$ cat src/rtl/net_resolver.sv
// net_resolver: wire/wand/wor resolution of several enabled drivers onto one registered net
module net_resolver #(
    parameter int NUM_DRV    = 4,
    parameter int WIDTH      = 4,
    parameter int CNT_W      = 8,
    parameter int ERR_THRESH = 3
) (
    input  logic                     clk,
    input  logic                     rst_n,
    input  logic [1:0]               mode,
    input  logic                     in_valid,
    input  logic [NUM_DRV-1:0]       drv_en,
    input  logic [NUM_DRV*WIDTH-1:0] drv_data,
    input  logic                     clr,
    output logic                     out_valid,
    output logic [WIDTH-1:0]         net_val,
    output logic [WIDTH-1:0]         z_mask,
    output logic [WIDTH-1:0]         x_mask,
    output logic [CNT_W-1:0]         cont_cnt,
    output logic                     err_sticky,
    output logic                     err_irq
);
    localparam logic [CNT_W-1:0] THRESH = CNT_W'(ERR_THRESH);

    logic [WIDTH-1:0] and_v, or_v, z_c, x_c, val_c;
    logic [CNT_W-1:0] cnt_next;
    logic             wire_mode, event_c;

    assign wire_mode = (mode != 2'd1) && (mode != 2'd2);
    assign event_c   = in_valid && (|x_c);

    // Disabled drivers are forced to the identity of each reduction so their data never leaks in
    always_comb begin
        and_v = '1;
        or_v  = '0;
        for (int i = 0; i < NUM_DRV; i++) begin
            and_v &= drv_data[i*WIDTH +: WIDTH] | {WIDTH{~drv_en[i]}};
            or_v  |= drv_data[i*WIDTH +: WIDTH] & {WIDTH{drv_en[i]}};
        end
        z_c   = {WIDTH{~|drv_en}};
        x_c   = wire_mode ? ((and_v ^ or_v) & ~z_c) : '0;
        val_c = (mode == 2'd2 ? or_v : and_v) & ~z_c & ~x_c;
    end

    // Next contention count: clr wins, otherwise saturating increment per event cycle
    always_comb begin
        cnt_next = cont_cnt;
        if (clr)
            cnt_next = '0;
        else if (event_c && cont_cnt != '1)
            cnt_next = cont_cnt + 1'b1;
    end

    // Data path registers, updated only on valid cycles
    always_ff @(posedge clk or negedge rst_n) begin
        if (!rst_n) begin
            out_valid <= 1'b0;
            net_val   <= '0;
            z_mask    <= '1;
            x_mask    <= '0;
        end else begin
            out_valid <= in_valid;
            if (in_valid) begin
                net_val <= val_c;
                z_mask  <= z_c;
                x_mask  <= x_c;
            end
        end
    end

    // Contention counter, sticky flag and threshold interrupt
    always_ff @(posedge clk or negedge rst_n) begin
        if (!rst_n) begin
            cont_cnt   <= '0;
            err_sticky <= 1'b0;
            err_irq    <= 1'b0;
        end else begin
            cont_cnt   <= cnt_next;
            err_sticky <= !clr && (err_sticky || event_c);
            err_irq    <= cnt_next >= THRESH;
        end
    end
endmodule

$ cat config.mk
export PLATFORM = sky130hd
export DESIGN_NAME = net_resolver
export DESIGN_NICKNAME = d
export VERILOG_FILES = /design/src/rtl/net_resolver.sv
export SDC_FILE = /design/constraint.sdc
export NUM_CORES = 1
export LEC_CHECK = 0
export CAP_MARGIN = 25
export CORE_ASPECT_RATIO = 0.8
export CORE_MARGIN = 2
export CORE_UTILIZATION = 25
export CTS_CLUSTER_DIAMETER = 120
export DETAILED_ROUTE_END_ITERATION = 7
export GPL_ROUTABILITY_DRIVEN = 0
export PLACE_DENSITY = 0.61
export SYNTH_ARGS = -nofsm -noshare
export SYNTH_HDL_FRONTEND = slang
export SYNTH_SLANG_ARGS = --single-unit
$ cat constraint.sdc
create_clock -name clk -period 2.5 [get_ports clk]
set_clock_uncertainty 0.05 [all_clocks]
set_input_delay 0.5 -clock clk [delete_from_list [all_inputs] [get_ports clk]]
set_output_delay 0.5 -clock clk [all_outputs]
set_load 0.01 [all_outputs]
* Yosys cells after proc, flatten, opt, wreduce, memory -nomap -nowiden
Cells that the tools add are included.
** Word-level totals
- Input port bits :: 26
- Bits in registers :: 20
** Cells by class
- Add/sub/neg operators :: 1
- Reductions and logical operators :: 9
- Magnitude comparators :: 1
- Eq/ne operators :: 4
- Muxes and demuxes :: 4
- Bitwise gates (word level) :: 24
** Operator list (number)
- 4-bit bitwise AND :: 10
- 4-bit OR :: 7
- 8-bit two-way mux :: 2
- 8-bit by 1-bit adder with 8-bit output (second input constant) :: 1
- 8-bit by 2-bit >= comparator with 1-bit output (second input constant) :: 1
- 4-bit two-way mux :: 2
- 8-bit != test (second input constant) :: 1
- 4-bit NOT :: 2
- 4-bit OR reduction :: 2
- 1-bit logical AND :: 4
- 1-bit NOT :: 4
- 4-bit bitwise XOR :: 1
- 2-bit equality test (second input constant) :: 1
- 1-bit logical NOT :: 2
- 2-bit by 1-bit != test with 1-bit output (second input constant) :: 1
- 2-bit != test (second input constant) :: 1
- 1-bit logical OR :: 1

* Depth between registers and ports, before layout
Gate-level depths: netlist of run 1.
- Depth in word-level cells :: 14
- Gate-level depth with buffers :: 8
- Mapped depth without buffers :: 8

* Worst setup path before layout of run 1
OpenSTA, ideal clock, no wires.
- Kind :: input-to-reg
- Start point :: in mode[0]
- End point :: reg err_irq
- Data required time :: 2315 ps
- Path slack :: 39 ps
- Arrival :: 2276 ps
- Path buffers :: 0
- Cell stages on the path :: 8
- Path through :: inv_1 ha_1 nor2b_2 nand3_2 a41oi_1 mux2_4 a2111oi_4 nand4bb_1
** Between the ends
- Word-level cells in the longest chain between the ends :: 9
** RTL lines
- start, declared :: line 10 : input logic [1:0] mode,
- 2-bit by 1-bit != test with 1-bit output or 2-bit != test (tied branches) :: line 29 : assign wire_mode = (mode != 2'd1) && (mode != 2'd2);
- 1-bit logical AND * :: line 29
- 4-bit two-way mux * :: line 41 : x_c = wire_mode ? ((and_v ^ or_v) & ~z_c) : '0;
- 4-bit OR reduction * :: line 30 : assign event_c = in_valid && (|x_c);
- 1-bit logical AND * :: line 30
- 1-bit logical AND * :: line 50 : else if (event_c && cont_cnt != '1)
- 8-bit two-way mux * :: line 50
- 8-bit two-way mux * :: line 48 : if (clr)
- via cnt_next[5] :: line 26 : logic [CNT_W-1:0] cnt_next;
- 8-bit by 2-bit >= comparator with 1-bit output * :: line 80 : err_irq <= cnt_next >= THRESH;
- end signal, assigned :: line 76 : err_irq <= 1'b0;
- end signal, assigned :: line 80
- end, declared :: line 21 : output logic err_irq
The timed path passes the listed nets; every way through them passes the cells marked *.
A chain may end at the register's enable or synchronous reset.

* Final worst setup path of run 1
- Start point :: reg cont_cnt[0]
- End point :: reg err_irq
** Between the ends
- Word-level cells in the longest chain between the ends :: 5
** RTL lines
- start, declared :: line 19 : output logic [CNT_W-1:0] cont_cnt,
- start signal, assigned :: line 78 : cont_cnt <= cnt_next;
- parallel branches: the longest is 2 deep, another holds 8-bit by 1-bit adder with 8-bit output
- 8-bit two-way mux * :: line 50
- 8-bit two-way mux * :: line 48
- via cnt_next[5] :: line 26
- 8-bit by 2-bit >= comparator with 1-bit output * :: line 80
Mark *: on every way through the listed nets, which the timed path passes.

==> results.cfg, run 1 <==
[floorplanning]
rows = 24
ios = 49
die-area_sq_um = 6403
start_util_pct = 26.13
die_w_um = 88.97
coreArea_sq_um = 5525
die_h_um = 71.98

[cts]
hold_buffers = 0
clock_latency_ps = 270
cts_buffers = 3
cts.sinks = 20
clockRootBuffer = clkbuf_8
cts_tree = done
clkTransAtPathRegs_ps = 80
cts_max_level = 1
cts_buffer_depth = 2

[synthesis]
syn_inst = 152
synth_edf_count = 0
syn_area_per_cell_sq_um = 9.499
synth-main-ff-cell = dfrtp_1
synth-seq-cells = 20
ys_seq_area_share_pct = 34.75
synthDistinctLibCells = 47
yosysWarningCount = 0
syn_area_sq_um = 1444
syn-num-nets = 180
ys_async_sr_fraction_pct = 100.0

[global_routing]
grt_util_met1_pct = 20.01
first_global_vias = 1384
grt-busiest-layer = met2
antenna_found_initial = 0
grt_max_degree = 21
grt_use_met3_pct = 3.754
grt_overflow = 0
grt_pass1_wl_um = 6810
track_usage_pct = 13.61
use_met2_pct = 20.48

[sta]
period_minus_slack_ps = 2357
tightest_slew_ps = 432.8
fin_crit_sh_pct = 94.29
fin_tns_setup_ps = 0
slew_violations = 0
max-slew-margin-rel_pct = 71.07
setup_viol = 0
hold_viol = 0
fmax_mhz = 424.2
rsz0062_at_grt = false

[route]
firstDrtPassIters = 4
vias_per_cell = 4.554
wire_per_inst_um = 13.18
drt-initial-drc-count = 31
ant_nets = 0
drt_wl_total_um = 4021
drc = 0
vias = 1389

[setup_path]
worstSetupEndpoint = err_irq
timing.rr.start = cont_cnt[0]
crit_path_end_kind = flip-flop
crit_arrival_ps = 2440
r2r_slack_ps = 140
start_kind = flip-flop
regToRegEndpoint = err_irq
criticalPathCategory = flip-flop to flip-flop
reg2regPathDepth = 8
startpoint = cont_cnt[0]
crit_fanout = 4
required_ps = 2580

[power_and_ir_drop]
p_leak_nw = 0.9733
finalPower_mw = 0.9399
p_per_area_nw_per_um2 = 408.9
peakVddDrop_mv = 0.1881

[place]
place_hpwl_um = 3178
numPortBuffers = 48

[run_status]
status = finished, final reports clean

[final_layout]
antenna_cells = 0
drive_above_1_share_pct = 26.43
syn2layout_area_growth_pct = 59.19
final_common_cell = clkdlybuf4s50_1
nets = 256
layout_common_cells = clkdlybuf4s50_1, buf_4, dfrtp_1

[worst_hold_path]
hp-class = flip-flop to flip-flop

[flow_run]
maxCapViolCount = 0
==> layer usage <==
metal  routed length, um  vias up
met5                   0        -
met4                  16        0
met3                 198        3
met2                1755       32
met1                2051      647
li1                    -      707
==> sequential cells by signal, indices dropped and copies added, names as in the netlist <==
name / count
z_mask: 1
out_valid: 1
err_sticky: 1
cont_cnt: 8
err_irq: 1
x_mask: 4
net_val: 4
==> layout make-up <==
| class | instances | area (sq um) |
|---|---|---|
| clock buffers | 4 | 45.04 |
| fillers | 577 | 3227 |
| inverters | 8 | 30.03 |
| multi-input cells | 114 | 899.6 |
| flip-flops and latches | 20 | 501.7 |
| well taps | 78 | 97.59 |
| repair buffers | 81 | 724.4 |
==> worst min path at each step <==
stage | to | cells after the start | slack [ps] | from
global placement | x_mask[2] | 2 | 420 | x_mask[2]
global route | net_val[1] | 1 | 460 | net_val[1]
detailed placement | x_mask[3] | 2 | 430 | x_mask[3]
finish | net_val[0] | 1 | 440 | net_val[0]
CTS | x_mask[3] | 2 | 440 | x_mask[3]
floorplan | cont_cnt[0] | 0 | 150 | rst_n
==> kinds of logic (layout without fill, tap and decap cells) <==
logic type	count (synthesis)	after routing	synth area share [%]
flops	20	20	34.75
simple gates	66	66	28.16
compound gates	40	40	24.61
mux	4	4	3.293
buf+inv	18	93	6.239
fa+ha+maj	2	2	1.733
xor+xnor	2	2	1.213
==> worst max-delay path, cell delays in order (launching register included) <==
cell	delay (ps)
dfrtp_1	380
ha_1	240
and3_1	220
a31oi_2	220
nand3_1	160
a41oi_2	220
mux2_4	340
a2111oi_4	260
nand4bb_1	120
==> power by group <==
| part | leakage, nW | total (mW) | switching [mW] | internal (mW) |
|---|---|---|---|---|
| registers | 0.263 | 0.364 | 0.0133 | 0.350 |
| clock network | 0.0228 | 0.223 | 0.109 | 0.114 |
| logic | 0.688 | 0.353 | 0.164 | 0.190 |
| total | 0.973 | 0.940 | 0.286 | 0.654 |
==> cells in the mapped netlist, types with 2 or more instances <==
cell | n | area (sq um)
a21oi_1 | 8 | 40.04
nor2b_1 | 2 | 12.51
nand3_1 | 5 | 25.02
clkbuf_1 | 3 | 11.26
o2111ai_2 | 3 | 45.04
and3_1 | 3 | 18.77
nand2b_1 | 15 | 93.84
nor2_1 | 16 | 60.06
o2bb2ai_1 | 4 | 35.03
a22oi_1 | 8 | 60.06
mux2_2 | 2 | 22.52
dfrtp_1 | 19 | 475.5
a31oi_1 | 2 | 12.51
o21ai_0 | 4 | 20.02
buf_2 | 3 | 15.01
nand3_2 | 3 | 30.03
inv_1 | 7 | 26.28
ha_1 | 2 | 25.02
nand4_1 | 3 | 18.77
nand2_1 | 10 | 37.54
a41oi_1 | 2 | 17.52
buf_4 | 3 | 22.52
==> metrics by stage <==
step / area, sq um / std cells / hold slack, ps / worst slack (ps) / util [%]
after floorplan: 1444 / 152 / 154.4 / 38.75 / -
after global placement: 2187 / 298 / 422.4 / -395.7 / 39.58
after detailed placement: 2187 / 298 / 426.0 / -431.9 / 39.58
after CTS: 2273 / 303 / 443.7 / 34.69 / 41.15
after global routing: 2298 / 305 / 463.9 / 18.88 / 41.60
final: 2298 / 305 / 440.4 / 142.7 / 41.60
==> timing repair <==
action                                  in CTS  in global routing
gates cloned                                 0                  0
setup buffers                                1                  2
pin swaps                                    8                  4
endpoints found under the setup margin       2                  2
gates resized for setup                     11                  2
Power figures use the tool's default switching activity.
==> run 2: changes to the inputs <==
CAP_MARGIN = unset   (was 25)
DONT_BUFFER_PORTS = 1   (was unset)
PLACE_DENSITY = 0.5   (was 0.61)
SLEW_MARGIN = 20   (was unset)
==> run 2 against run 1 <==
  * Clock power up 9.4%
  * Largest power group unchanged
  * Non-clock buffer count down 66
  * Sequential power up 5.5%
  * Flip-flop and latch count unchanged
  * Core utilization down 12 points
  * Critical endpoint unchanged
  * Via count down 17%
  * Cell count down 22%
  * Fmax about the same
==> results.cfg, run 2 (synthesized netlist as in run 1, its figures left out) <==
[cts]
clkTransAtPathRegs_ps = 70
cts_buffers = 3
cts_tree = done
post_cts_buffers = 0
clock_latency_ps = 250
cts_buffer_depth = 2
clockRootBuffer = clkbuf_8
cts_max_level = 1
cts.sinks = 20

[route]
drt-initial-drc-count = 103
ant_nets = 0
vias = 1146
vias_per_cell = 4.795
wire_per_inst_um = 15.49
drc = 0
firstDrtPassIters = 4
drt_wl_total_um = 3703

[power_and_ir_drop]
p_per_area_nw_per_um2 = 490.0
peakVddDrop_mv = 0.2124
p_leak_nw = 0.6920

[final_layout]
top_regs = cont_cnt (8), net_val (4), x_mask (4)
nets = 190
largest_reg_flops = 8
finalNonFillerCells = 239
fillCellCount = 590
syn2layout_area_growth_pct = 14.90
regMostFlops = cont_cnt
antenna_cells = 0
drive_above_1_share_pct = 24.22
final_common_cell = dfrtp_1
seq_area_sq_um = 501.7
layout_common_cells = dfrtp_1, nor2_1, nand2b_1
multi_input_area_sq_um = 859.6

[worst_hold_path]
hp-class = primary input to async pin

[global_routing]
grt_max_degree = 20
grt_use_met3_pct = 5.688
use_met2_pct = 18.24
track_usage_pct = 12.39
grt_overflow = 0
antenna_found_initial = 0
grt_pass1_wl_um = 6141
grt-busiest-layer = met2
first_global_vias = 1144
grt_util_met1_pct = 17.07

[sta]
slew_violations = 0
rsz0062_at_grt = false
tightest_slew_ps = 875.9
fin_tns_setup_ps = 0
hold_viol = 0
fmax_mhz = 424.5
fin_crit_sh_pct = 94.24
period_minus_slack_ps = 2356
setup_viol = 0
max-slew-margin-rel_pct = 41.42
holdWs_ps = 31.69

[place]
dp_cells = 234
place_hpwl_um = 2815
numPortBuffers = 0

[setup_path]
criticalPathCategory = flip-flop to flip-flop
crit_path_end_kind = flip-flop
start_kind = flip-flop
required_ps = 2580
crit_arrival_ps = 2430
crit_fanout = 4

[flow_run]
maxCapViolCount = 0

[floorplanning]
die-area_sq_um = 6403
die_h_um = 71.98
start_util_pct = 26.13
coreArea_sq_um = 5525
rows = 24
die_w_um = 88.97
ios = 49

[run_status]
status = finished, final reports clean
## run 2: where the power goes
part	internal, mW	switching (mW)	total [mW]
Combinational	0.0808	0.105	0.185
Sequential	0.351	0.0330	0.384
Clock	0.140	0.104	0.244
Total	0.572	0.241	0.813
## run 2: repair_timing
| item | in CTS | in global routing |
|---|---|---|
| setup endpoints to repair | 0 | 1 |
| endpoints found under the hold margin | 19 | 0 |
| hold buffers | 1 | 0 |
| resized for setup | 0 | 1 |
## run 2: cell type report
cell class	instances	share of cell area [%]
tap	78	5.882
sequential	20	30.24
clock buffer	4	3.318
multi-input combinational	114	51.81
timing repair buffer	15	6.938
inverter	8	1.810
## run 2: worst paths after layout
kind,to,slack [ps],depth (start not counted),from
setup / recovery,err_irq,140,8,cont_cnt[0]
hold / removal,z_mask[0],30,0,rst_n
hold reg to reg,net_val[3],510,1,net_val[3]
min in group clk,out_valid,220,0,in_valid
setup reg to reg,err_irq,140,8,cont_cnt[0]
max in group asynchronous,net_val[3],1110,1,rst_n
## run 2: critical path, stage by stage, from the launching register on
cell	delay, ps
dfrtp_1	390
ha_1	240
and3_1	220
a31oi_2	230
nand3_1	160
a41oi_2	210
mux2_4	340
a2111oi_4	270
nand4bb_1	130
## run 2: stage by stage
| step | area [sq um] | setup WS, ps | total power [mW] | util, % |
|---|---|---|---|---|
| final | 1659 | 144.1 | 0.8130 | 30.03 |
| after global routing | 1659 | 1.235 | 0.8671 | 30.03 |
| after CTS | 1652 | 139.5 | 0.8277 | 29.89 |
| after detailed placement | 1587 | 42.51 | 0.5688 | 28.71 |
| after global placement | 1587 | 81.02 | 0.5686 | 28.71 |
| after floorplan | 1444 | 38.75 | 0.5248 | - |
## run 2: per-layer routing
layer | wire length, um | part of all wire (%) | vias up
met3 | 282 | 7.6 | 2
li1 | - | - | 570
met5 | 0 | 0 | -
met2 | 1653 | 45 | 22
met1 | 1749 | 47 | 552
met4 | 19 | 0.51 | 0
